==> config.mk <==
export PLATFORM = sky130hd
export DESIGN_NAME = shift_seq_ctrl
export DESIGN_NICKNAME = d
export VERILOG_FILES = /design/src/rtl/shift_seq_ctrl.sv
export SDC_FILE = /design/constraint.sdc
export NUM_CORES = 1
export LEC_CHECK = 0
export CELL_PAD_IN_SITES_DETAIL_PLACEMENT = 1
export CELL_PAD_IN_SITES_GLOBAL_PLACEMENT = 1
export CORE_UTILIZATION = 32
export CTS_BUF_LIST = sky130_fd_sc_hd__clkbuf_16
export CTS_CLUSTER_DIAMETER = 120
export CTS_CLUSTER_SIZE = 20
export DETAILED_ROUTE_END_ITERATION = 16
export PLACE_DENSITY = 0.83
export SLEW_MARGIN = 25
export SYNTH_ARGS = -nofsm -noshare
export SYNTH_HDL_FRONTEND = slang
export SYNTH_SLANG_ARGS = --single-unit
==> constraint.sdc <==
create_clock -name clk -period 2.5 [get_ports clk]
set_input_delay 0.375 -clock clk [delete_from_list [all_inputs] [get_ports clk]]
set_output_delay 0.375 -clock clk [all_outputs]
set_load 0.1 [all_outputs]
==> src/rtl/shift_seq_ctrl.sv <==
// Command sequencer for an external N-bit universal shift register: load, shift, respond.
// Optional rotate mode is compiled in with `define SHIFT_SEQ_ROTATE_EN (adds port cmd_rot).
module shift_seq_ctrl #(
    parameter int N  = 8,
    parameter int CW = $clog2(N + 1)
) (
    input  logic          clk,
    input  logic          reset_n,
    input  logic          cmd_valid,
    output logic          cmd_ready,
    input  logic [N-1:0]  cmd_data,
    input  logic          cmd_dir,
    input  logic [CW-1:0] cmd_cnt,
`ifdef SHIFT_SEQ_ROTATE_EN
    input  logic          cmd_rot,
`endif
    input  logic          sin,
    output logic          sin_req,
    output logic          sout,
    output logic          sout_valid,
    output logic          rsp_valid,
    input  logic          rsp_ready,
    output logic [N-1:0]  rsp_data,
    output logic [1:0]    sr_ctrl,
    output logic [N-1:0]  sr_d,
    input  logic [N-1:0]  sr_q
);

    typedef enum logic [1:0] {
        ST_IDLE  = 2'b00,
        ST_LOAD  = 2'b01,
        ST_SHIFT = 2'b10,
        ST_DONE  = 2'b11
    } state_t;

    localparam logic [1:0] CTRL_HOLD  = 2'b00;
    localparam logic [1:0] CTRL_LEFT  = 2'b01;
    localparam logic [1:0] CTRL_RIGHT = 2'b10;
    localparam logic [1:0] CTRL_LOAD  = 2'b11;

    state_t        state_q,      state_d;
    logic          dir_q,        dir_d;
    logic [CW-1:0] cnt_q,        cnt_d;
    logic          cmd_ready_q,  cmd_ready_d;
    logic          sin_req_q,    sin_req_d;
    logic          sout_valid_q, sout_valid_d;
    logic          rsp_valid_q,  rsp_valid_d;
    logic [1:0]    sr_ctrl_q,    sr_ctrl_d;
    logic [N-1:0]  sr_d_q,       sr_d_d;
    logic          fill_s;
`ifdef SHIFT_SEQ_ROTATE_EN
    logic          rot_q,        rot_d;
`endif

    // Counts larger than the register width are clamped when latched.
    function automatic logic [CW-1:0] sat_cnt(input logic [CW-1:0] cnt);
        if (cnt > CW'(N)) begin
            return CW'(N);
        end else begin
            return cnt;
        end
    endfunction

    // Fill bit entering the register: serial input, or the outgoing bit when rotating.
    always_comb begin
        fill_s = sin;
`ifdef SHIFT_SEQ_ROTATE_EN
        if (rot_q) begin
            fill_s = dir_q ? sr_q[0] : sr_q[N-1];
        end else begin
            fill_s = sin;
        end
`endif
    end

    // Next-state and next-output decode for the sequencer FSM.
    always_comb begin
        state_d      = state_q;
        dir_d        = dir_q;
        cnt_d        = cnt_q;
        cmd_ready_d  = cmd_ready_q;
        sin_req_d    = sin_req_q;
        sout_valid_d = sout_valid_q;
        rsp_valid_d  = rsp_valid_q;
        sr_ctrl_d    = sr_ctrl_q;
        sr_d_d       = sr_d_q;
`ifdef SHIFT_SEQ_ROTATE_EN
        rot_d        = rot_q;
`endif
        case (state_q)
            ST_IDLE: begin
                if (cmd_valid) begin
                    state_d     = ST_LOAD;
                    dir_d       = cmd_dir;
                    cnt_d       = sat_cnt(cmd_cnt);
                    cmd_ready_d = 1'b0;
                    sr_ctrl_d   = CTRL_LOAD;
                    sr_d_d      = cmd_data;
`ifdef SHIFT_SEQ_ROTATE_EN
                    rot_d       = cmd_rot;
`endif
                end else begin
                    state_d = ST_IDLE;
                end
            end
            ST_LOAD: begin
                sr_d_d = {N{1'b0}};
                if (cnt_q != {CW{1'b0}}) begin
                    state_d      = ST_SHIFT;
                    sr_ctrl_d    = dir_q ? CTRL_RIGHT : CTRL_LEFT;
                    sout_valid_d = 1'b1;
`ifdef SHIFT_SEQ_ROTATE_EN
                    sin_req_d    = ~rot_q;
`else
                    sin_req_d    = 1'b1;
`endif
                end else begin
                    state_d     = ST_DONE;
                    sr_ctrl_d   = CTRL_HOLD;
                    rsp_valid_d = 1'b1;
                end
            end
            ST_SHIFT: begin
                cnt_d = cnt_q - CW'(1);
                if (cnt_q == CW'(1)) begin
                    state_d      = ST_DONE;
                    sr_ctrl_d    = CTRL_HOLD;
                    sin_req_d    = 1'b0;
                    sout_valid_d = 1'b0;
                    rsp_valid_d  = 1'b1;
                end else begin
                    state_d = ST_SHIFT;
                end
            end
            ST_DONE: begin
                if (rsp_ready) begin
                    state_d     = ST_IDLE;
                    rsp_valid_d = 1'b0;
                    cmd_ready_d = 1'b1;
                end else begin
                    state_d = ST_DONE;
                end
            end
            default: begin
                state_d      = ST_IDLE;
                cmd_ready_d  = 1'b1;
                sin_req_d    = 1'b0;
                sout_valid_d = 1'b0;
                rsp_valid_d  = 1'b0;
                sr_ctrl_d    = CTRL_HOLD;
                sr_d_d       = {N{1'b0}};
            end
        endcase
    end

    // State and registered-output flops; reset aborts any command in flight.
    always_ff @(posedge clk or negedge reset_n) begin
        if (!reset_n) begin
            state_q      <= ST_IDLE;
            dir_q        <= 1'b0;
            cnt_q        <= {CW{1'b0}};
            cmd_ready_q  <= 1'b1;
            sin_req_q    <= 1'b0;
            sout_valid_q <= 1'b0;
            rsp_valid_q  <= 1'b0;
            sr_ctrl_q    <= CTRL_HOLD;
            sr_d_q       <= {N{1'b0}};
`ifdef SHIFT_SEQ_ROTATE_EN
            rot_q        <= 1'b0;
`endif
        end else begin
            state_q      <= state_d;
            dir_q        <= dir_d;
            cnt_q        <= cnt_d;
            cmd_ready_q  <= cmd_ready_d;
            sin_req_q    <= sin_req_d;
            sout_valid_q <= sout_valid_d;
            rsp_valid_q  <= rsp_valid_d;
            sr_ctrl_q    <= sr_ctrl_d;
            sr_d_q       <= sr_d_d;
`ifdef SHIFT_SEQ_ROTATE_EN
            rot_q        <= rot_d;
`endif
        end
    end

    // Serial out and register data: only the shift-phase fill is combinational.
    always_comb begin
        if (sout_valid_q) begin
            sout = dir_q ? sr_q[0] : sr_q[N-1];
        end else begin
            sout = 1'b0;
        end
        if (state_q == ST_SHIFT) begin
            sr_d = {N{fill_s}};
        end else begin
            sr_d = sr_d_q;
        end
    end

    assign cmd_ready  = cmd_ready_q;
    assign sin_req    = sin_req_q;
    assign sout_valid = sout_valid_q;
    assign rsp_valid  = rsp_valid_q;
    assign sr_ctrl    = sr_ctrl_q;
    assign rsp_data   = sr_q;

endmodule

==> flow_summary.toml, run 1 <==
[drt]
viasPerCell = 4.892
dr.first_iter.drc_count = 12
drc = 0
vias = 910
wl_per_cell_um = 15.33
first_pass_iters = 3
detail-route-antenna-nets = 0
drt-total-wl_mm = 2.852

[synth]
synth-xor-area-share_pct = 0
synthSimpleGateAreaFrac_pct = 22.84
synthAdderAreaFrac_pct = 2.240
synth-compound-area-share_pct = 16.35
syn_area_um2 = 1117
yosysUniqueCellTypes = 36
yosysMostFrequentCell = "nand2_1"
synth_flop_cell = "dfrtp_1"
syn_area_per_cell_um2 = 9.976
synth_area_leaders = "dfrtp_1, nand2_1, buf_4"
synth_top_area_share_pct = 42.55
ys_top_cells_by_count = "nand2_1, dfrtp_1, buf_4"
synth-async-reset-ratio_pct = 100.0
ys_seq_area_share_pct = 44.90
ys_seq_elements = 20
synth.area.mux_share_pct = 3.695
synth_edf_count = 0
netlist_instances = 112
synth_top_family_by_area = "simple AND/OR/NAND/NOR gates"
synth_fp_nets = 140
synth_warnings = 0
netlist.top_cell.by_area = "dfrtp_1"

[timing]
rsz0062_at_grt = "no"
finalMaxSlewViolations = 0
fin_crit_ns = 2.075
finalSetupTns_ns = 0
post-route-period-util_pct = 83.01
maxSlewHeadroom_pct = 64.97
fin_skew_ns = 0.002698
hold_viol_final = 0
worstMarginPinSlew_ns = 0.5254
finalHoldWorstSlack_ns = 0.4625
fmax_mhz = 481.9
setup_viol = 0

[critical_path]
crit_path_start_kind = "flip-flop"
worstPathMaxFanout = 15
criticalPathCategory = "reg -> out"
rr_startpoint = "state_q[0]"
worstRegToRegCells = 3
cp.arrival_ns = 1.70
cp-end-kind = "output port"
reg2reg_slack_ns = 0.89
required_ns = 2.12
r2r_end = "sr_d_q[3]"

[cts]
cts_root_buf = "clkbuf_16"
clkTransAtPathRegs_ns = 0.05
cts_hold_buf = 0
cts_tree = "built"
cts_buffer_depth = 2
clkLatencyLatePin_ns = 0.25
numCtsBuffers = 3
postCtsResizedCells = 0
htreeDepth = 1
cts.sinks = 20
post-cts-setup-buffers = 0

[worst_hold_path]
hold_path.class = "in -> async"

[floorplanning]
die_w_um = 61.09
rows = 21
dieArea_um2 = 3732
initial_core_util_pct = 33.48
core_area_um2 = 3337
die_h_um = 61.09
io_pins = 49

[global_routing]
grt_pass1_vias = 976
antenna_found_initial = 0
grt_max_degree = 21
grt_pass1_wl_mm = 4.595
grtUsageTotal_pct = 17.65
grt-ovfl-total = 0

[layout]
finalNonFillerCells = 186
finalNetCount = 169
area_growth_pct = 45.35
drive_gt1_share_pct = 24.29
antenna_cells = 0

[placed_design]
dp_cells = 182
gp_congestion = 0.7181
io_buffers = 36
place_hpwl_mm = 2.151

[status]
status = "completed"

[job]
maxCapViolCount = 0
==> final cells by class <==
type,instances,area (µm²)
multi-input cells,75,506.7
flip-flops and latches,20,501.7
clock buffers,3,75.07
fillers,372,1713
inverters,4,15.01
repair buffers,37,437.9
clock inverters,1,30.03
well taps,46,57.56
==> worst max-delay path, cell delays in order (launching register included) <==
cell and delay, ns:
dfrtp_1 0.64, and2b_4 0.28, nand2_1 0.19, nand2_1 0.14
buf_12 0.19
==> metal layers <==
layer	global-route usage, %	vias up	share of wire (%)
met2	32.30	33	51
met1	20.24	438	42
met3	2.101	5	5.4
met4	8.766	0	2.0
met5	0	-	0
li1	-	434	-
==> per-stage QoR <==
step                cell area (µm²)  utilization, %  worst slack (ns)
detailed placement             1519           45.52            0.5919
global route                   1624           48.67            0.2978
finish                         1624           48.67            0.4248
CTS                            1624           48.67            0.4068
floorplan                      1120               -            0.2139
global placement               1519           45.52            0.6584
==> worst max-delay path by stage <==
stage          cells past startpoint        from  endpoint
2_1_floorplan                      1  sout_valid      sout
3_3_place_gp                       3   cmd_valid     dir_q
3_5_place_dp                       3   cmd_valid     dir_q
4_1_cts                            4  state_q[0]   sr_d[5]
5_1_grt                            4  state_q[0]   sr_d[1]
6_report                           4  state_q[0]   sr_d[5]
==> registers in the layout (all words and copies together) (netlist names) <==
register and flops:
sr_d_q 8, cnt_q 4, sr_ctrl 2, state_q 2
cmd_ready 1, dir_q 1, rsp_valid 1, sout_valid 1
==> logic make-up after synthesis <==
group | count (synthesis)
and+or+nand+nor | 47
AOI/OAI and AO/OA | 22
DFF | 20
buffers and inverters | 17
muxes | 4
adders and majority gates | 2
==> cells in the final DEF (no fill, tap or decap), types with 2 or more instances in the layout <==
cell / synthesis / routed
nand2_1: 23 / 23
dfrtp_1: 19 / 19
clkdlybuf4s50_1: 0 / 19
buf_12: 0 / 9
buf_4: 10 / 9
a22o_1: 8 / 8
nor2_1: 7 / 7
inv_1: 4 / 4
nand2b_1: 4 / 4
mux2i_1: 3 / 3
clkbuf_16: 0 / 3
nor3b_1: 2 / 2
a21oi_1: 2 / 2
o221a_2: 2 / 2
o211ai_1: 2 / 2
ha_1: 2 / 2
Power of run 1 is not shown: default switching activity piles up to over one toggle a cycle in this logic, so the estimate is an artifact.
==> inputs of run 2 (changes only) <==
--- a/config.mk
+++ b/config.mk
@@ -7,12 +7,12 @@
 export LEC_CHECK = 0
 export CELL_PAD_IN_SITES_DETAIL_PLACEMENT = 1
 export CELL_PAD_IN_SITES_GLOBAL_PLACEMENT = 1
-export CORE_UTILIZATION = 32
+export CORE_UTILIZATION = 27
 export CTS_BUF_LIST = sky130_fd_sc_hd__clkbuf_16
 export CTS_CLUSTER_DIAMETER = 120
 export CTS_CLUSTER_SIZE = 20
 export DETAILED_ROUTE_END_ITERATION = 16
-export PLACE_DENSITY = 0.83
+export PLACE_DENSITY = 0.74
 export SLEW_MARGIN = 25
 export SYNTH_ARGS = -nofsm -noshare
 export SYNTH_HDL_FRONTEND = slang
==> constraint.sdc (replaced) <==
create_clock -name clk -period 1.9 [get_ports clk]
set_input_delay 0.285 -clock clk [delete_from_list [all_inputs] [get_ports clk]]
set_output_delay 0.285 -clock clk [all_outputs]
set_load 0.1 [all_outputs]
==> run 2 against run 1 <==
  * Via count rose by 4.8%
  * Clock skew fell by 0.0021 ns
  * Critical path depth did not move
  * First-iteration DRC count rose by 130%
  * Register-to-register slack got worse by 0.55 ns
  * Non-clock buffer count rose by 3
  * Clock-buffer cell count did not move
  * Highest routed layer unchanged
==> flow_summary.toml, run 2 (synthesis gave the netlist of run 1 again) <==
[cts]
cts_buffer_depth = 2
cts_hold_buf = 0
clkTransAtPathRegs_ns = 0.06
clkLatencyLatePin_ns = 0.25
postCtsResizedCells = 0
post-cts-setup-buffers = 0
cts_root_buf = "clkbuf_16"
numCtsBuffers = 3
cts.sinks = 20
cts_tree = "built"
htreeDepth = 1

[timing]
post-route-period-util_pct = 93.01
rsz0062_at_grt = "no"
finalMaxSlewViolations = 0
fin_crit_ns = 1.767
worstMarginPinSlew_ns = 0.5475
fin_skew_ns = 0.0006466
setup_viol = 0
maxSlewHeadroom_pct = 63.50
hold_viol_final = 0
fmax_mhz = 565.9
finalSetupTns_ns = 0

[floorplanning]
rows = 23
dieArea_um2 = 4400
die_w_um = 66.33
die_h_um = 66.33
io_pins = 49
core_area_um2 = 4000
initial_core_util_pct = 27.93

[placed_design]
gp_congestion = 0.7524
io_buffers = 36
place_hpwl_mm = 2.265

[global_routing]
grt_pass1_wl_mm = 5.175
grt-ovfl-total = 0
grtUsageTotal_pct = 15.48
grt_max_degree = 15
antenna_found_initial = 0
grt_pass1_vias = 1062

[critical_path]
criticalPathCategory = "reg -> out"
startpoint = "state_q[0]"
cp.arrival_ns = 1.48
reg2reg_slack_ns = 0.34
required_ns = 1.62
rr_startpoint = "cnt_q[0]"
cp-end-kind = "output port"
worstPathMaxFanout = 8
crit_path_start_kind = "flip-flop"

[status]
status = "completed"

[layout]
nFillCells = 431
top_register = "sr_d_q"
finalNetCount = 172
drive_gt1_share_pct = 25.87
layout_common_cells = "nand2_1, dfrtp_1, clkdlybuf4s50_1"
final_common_cell = "nand2_1"
antenna_cells = 0
largest_reg_flops = 8
area_growth_pct = 51.62
top_regs = "sr_d_q x8, cnt_q x4"

[job]
maxCapViolCount = 0

[drt]
drt-total-wl_mm = 2.976
detail-route-antenna-nets = 0
first_pass_iters = 4
vias = 954
drc = 0
wl_per_cell_um = 15.42
dr.first_iter.drc_count = 27
viasPerCell = 4.943

[worst_hold_path]
hold_path.class = "in -> async"
[run 2: layout make-up]
cell class	count	area, µm²	share of cell area, %
Clock inverter	1	30.03	1.773
Tap cell	50	62.56	3.693
Clock buffer	3	75.07	4.431
Multi-Input combinational cell	75	511.7	30.21
Timing Repair Buffer	40	498.0	29.39
Sequential cell	20	501.7	29.62
Inverter	4	15.01	0.8863
[run 2: critical path: stages, from the launching register on]
cell	delay, ns
dfrtp_1	0.38
and2b_4	0.28
nand2_1	0.20
nand2_1	0.18
buf_12	0.19
[run 2: worst paths after layout]
path / endpoint / cells after the start
max in group asynchronous: sr_d_q[7] / 2
min in group clk: sr_d_q[5] / 1
min: rsp_valid / 1
max: sr_d[1] / 4
min reg2reg: sr_d_q[5] / 1
max reg2reg: sr_ctrl[1] / 5
[run 2: per-stage QoR]
| stage | hold WS (ns) | util, % | cells | cell area (µm²) | setup slack (ns) |
|---|---|---|---|---|---|
| after floorplan | -0.01059 | - | 112 | 1125 | 0.002670 |
| after global placement | 0.4892 | 39.72 | 189 | 1589 | 0.2323 |
| after detailed placement | 0.4965 | 39.72 | 189 | 1589 | 0.1503 |
| after CTS | 0.3228 | 42.35 | 193 | 1694 | 0.1238 |
| after global routing | 0.3439 | 42.35 | 193 | 1694 | 0.07369 |
| final | 0.2965 | 42.35 | 193 | 1694 | 0.1328 |
[run 2: routing by layer]
layer	vias to the layer above	share of wire (%)	GRT usage [%]	wire length (µm)
met5	-	0	0	0
met4	0	0.44	4.787	13
met3	6	5.0	2.241	149
met2	34	52	27.42	1541
met1	470	43	19.11	1271
li1	444	-	-	-
Power of run 2 is left out for the same reason.
==> inputs of run 3 (changes only) <==
==> constraint.sdc (replaced) <==
create_clock -name clk -period 1.9 [get_ports clk]
set_input_delay 0.57 -clock clk [delete_from_list [all_inputs] [get_ports clk]]
set_output_delay 0.57 -clock clk [all_outputs]
set_load 0.1 [all_outputs]
==> run 3 against run 2 <==
  * First-iteration DRC count fell by 52%
  * Cell area rose by 7.5%
  * Worst setup slack got worse by 0.12 ns
  * Global-route usage fell by 0.94 points
  * Non-clock buffer count rose by 6
  * Clock-buffer cell count did not move
  * Register-to-register slack improved by 0.03 ns
  * Critical endpoint is now sr_d[3]
==> flow_summary.toml, run 3 (synthesis gave the netlist of run 1 again) <==
[job]
maxCapViolCount = 0

[critical_path]
r2r_end = "sr_ctrl[1]"
path_cells = "and2b_4 -> nand2_8 -> nand2_2 -> buf_12"
crit_path_start_kind = "flip-flop"
worstRegToRegCells = 5
required_ns = 1.33
cp_slowest_cell = "dfrtp_1"
rr_startpoint = "cnt_q[0]"
crit_path_max_incr_delay_ns = 0.38
cp-end-kind = "output port"
worstPathMaxFanout = 8
cp.arrival_ns = 1.31
reg2reg_slack_ns = 0.37
criticalPathCategory = "reg -> out"

[layout]
area_growth_pct = 62.93
finalNetCount = 178
layout_common_cells = "dfrtp_1, buf_12, clkdlybuf4s50_1"
utilization_pct = 45.51
final_common_cell = "dfrtp_1"
antenna_cells = 0
drive_gt1_share_pct = 36.24
nFillCells = 436
largest_reg_flops = 8
top_register = "sr_d_q"
top_regs = "sr_d_q x8, cnt_q x4"
finalNonFillerCells = 199

[cts]
cts_hold_buf = 0
clkLatencyLatePin_ns = 0.25
cts_buffer_depth = 2
cts_tree = "built"
clkTransAtPathRegs_ns = 0.06
cts.sinks = 20
cts_root_buf = "clkbuf_16"
numCtsBuffers = 3
htreeDepth = 1

[global_routing]
antenna_found_initial = 0
grt_pass1_wl_mm = 4.857
grtUsageTotal_pct = 14.53
grt_max_degree = 21
grt-ovfl-total = 0
grt_pass1_vias = 1050

[worst_hold_path]
hold_end = "sr_d_q[5]"
hold_path.class = "reg -> reg"
hold_start = "sr_d_q[5]"
min_path_cells = 1

[floorplanning]
initial_core_util_pct = 27.93
core_area_um2 = 4000
die_w_um = 66.33
dieArea_um2 = 4400
rows = 23
die_h_um = 66.33
io_pins = 49

[timing]
worstMarginPinSlew_ns = 0.3725
finalMaxSlewViolations = 0
fin_crit_ns = 1.884
hold_viol_final = 0
rsz0062_at_grt = "yes"
fin_skew_ns = 0.001474
maxSlewHeadroom_pct = 75.10
setup_viol = 0
fmax_mhz = 530.9
post-route-period-util_pct = 99.14
fin_ws_ns = 0.01634

[placed_design]
gp_congestion = 0.7075
place_ws_ns = -0.3011
place_hpwl_mm = 2.223
dp_cells = 194
io_buffers = 36

[drt]
dr.first_iter.drc_count = 13
drc = 0
first_pass_iters = 2
viasPerCell = 4.839
detail-route-antenna-nets = 0
vias = 963
drt-total-wl_mm = 2.931
wl_per_cell_um = 14.73

[status]
status = "completed"
-- run 3: cell count changes in the layout (fill, tap and decap cells not counted), sizes merged --
cell	previous run	this run
buf	21	27
bufinv	1	0
clkdlybuf4s50	19	16
clkinv	0	1
dlygate4sd2	0	3
-- run 3: final cells by class --
cell class / count / area, µm² / area share, %
clock buffer: 3 / 75.07 / 4.124
clock inverter: 1 / 3.754 / 0.2062
inverter: 4 / 15.01 / 0.8247
multi-input combinational: 75 / 559.3 / 30.72
sequential: 20 / 503.0 / 27.63
tap: 50 / 62.56 / 3.436
timing repair buffer: 46 / 601.8 / 33.06
-- run 3: what timing repair did --
| action | in CTS | in global routing |
|---|---|---|
| setup endpoints to repair | 11 | 8 |
| resized for setup | 17 | 0 |
| pin swaps | 1 | 0 |
| setup buffers | 0 | 1 |
| gates cloned | 0 | 0 |
-- run 3: worst max path at each step --
stage                     startpoint  slack (ns)  endpoint  cells past startpoint
final                     state_q[0]        0.02   sr_d[3]                      4
after detailed placement         sin       -0.30   sr_d[1]                      4
after floorplan           state_q[1]       -0.20   sr_d[0]                      4
after global routing      state_q[0]       -0.03   sr_d[7]                      4
after global placement           sin       -0.26   sr_d[1]                      4
after CTS                 state_q[0]       0.006   sr_d[4]                      4
-- run 3: metal layers --
layer  global-route usage (%)  vias up  routed length, µm
li1                         -      457                  -
met1                    18.59      472               1248
met2                    24.49       30               1457
met3                    3.103        4                189
met4                    3.989        0                 36
met5                        0        -                  0
-- run 3: through the flow --
stage / instance area, µm² / hold WS, ns / TNS (ns)
6_report: 1821 / 0.5104 / 0
3_3_place_gp: 1690 / 0.4877 / -2.149
5_1_grt: 1821 / 0.5310 / -0.1501
4_1_cts: 1813 / 0.5085 / 0
3_5_place_dp: 1690 / 0.4946 / -2.470
2_1_floorplan: 1126 / 0.2744 / -1.636
-- run 3: critical path: cells and delay by family, from the launching register on --
family / cells / cell delay (ns)
buffers and inverters: 1 / 0.17
and+or+nand+nor: 3 / 0.51
DFF: 1 / 0.38
Power of run 3 is left out for the same reason.
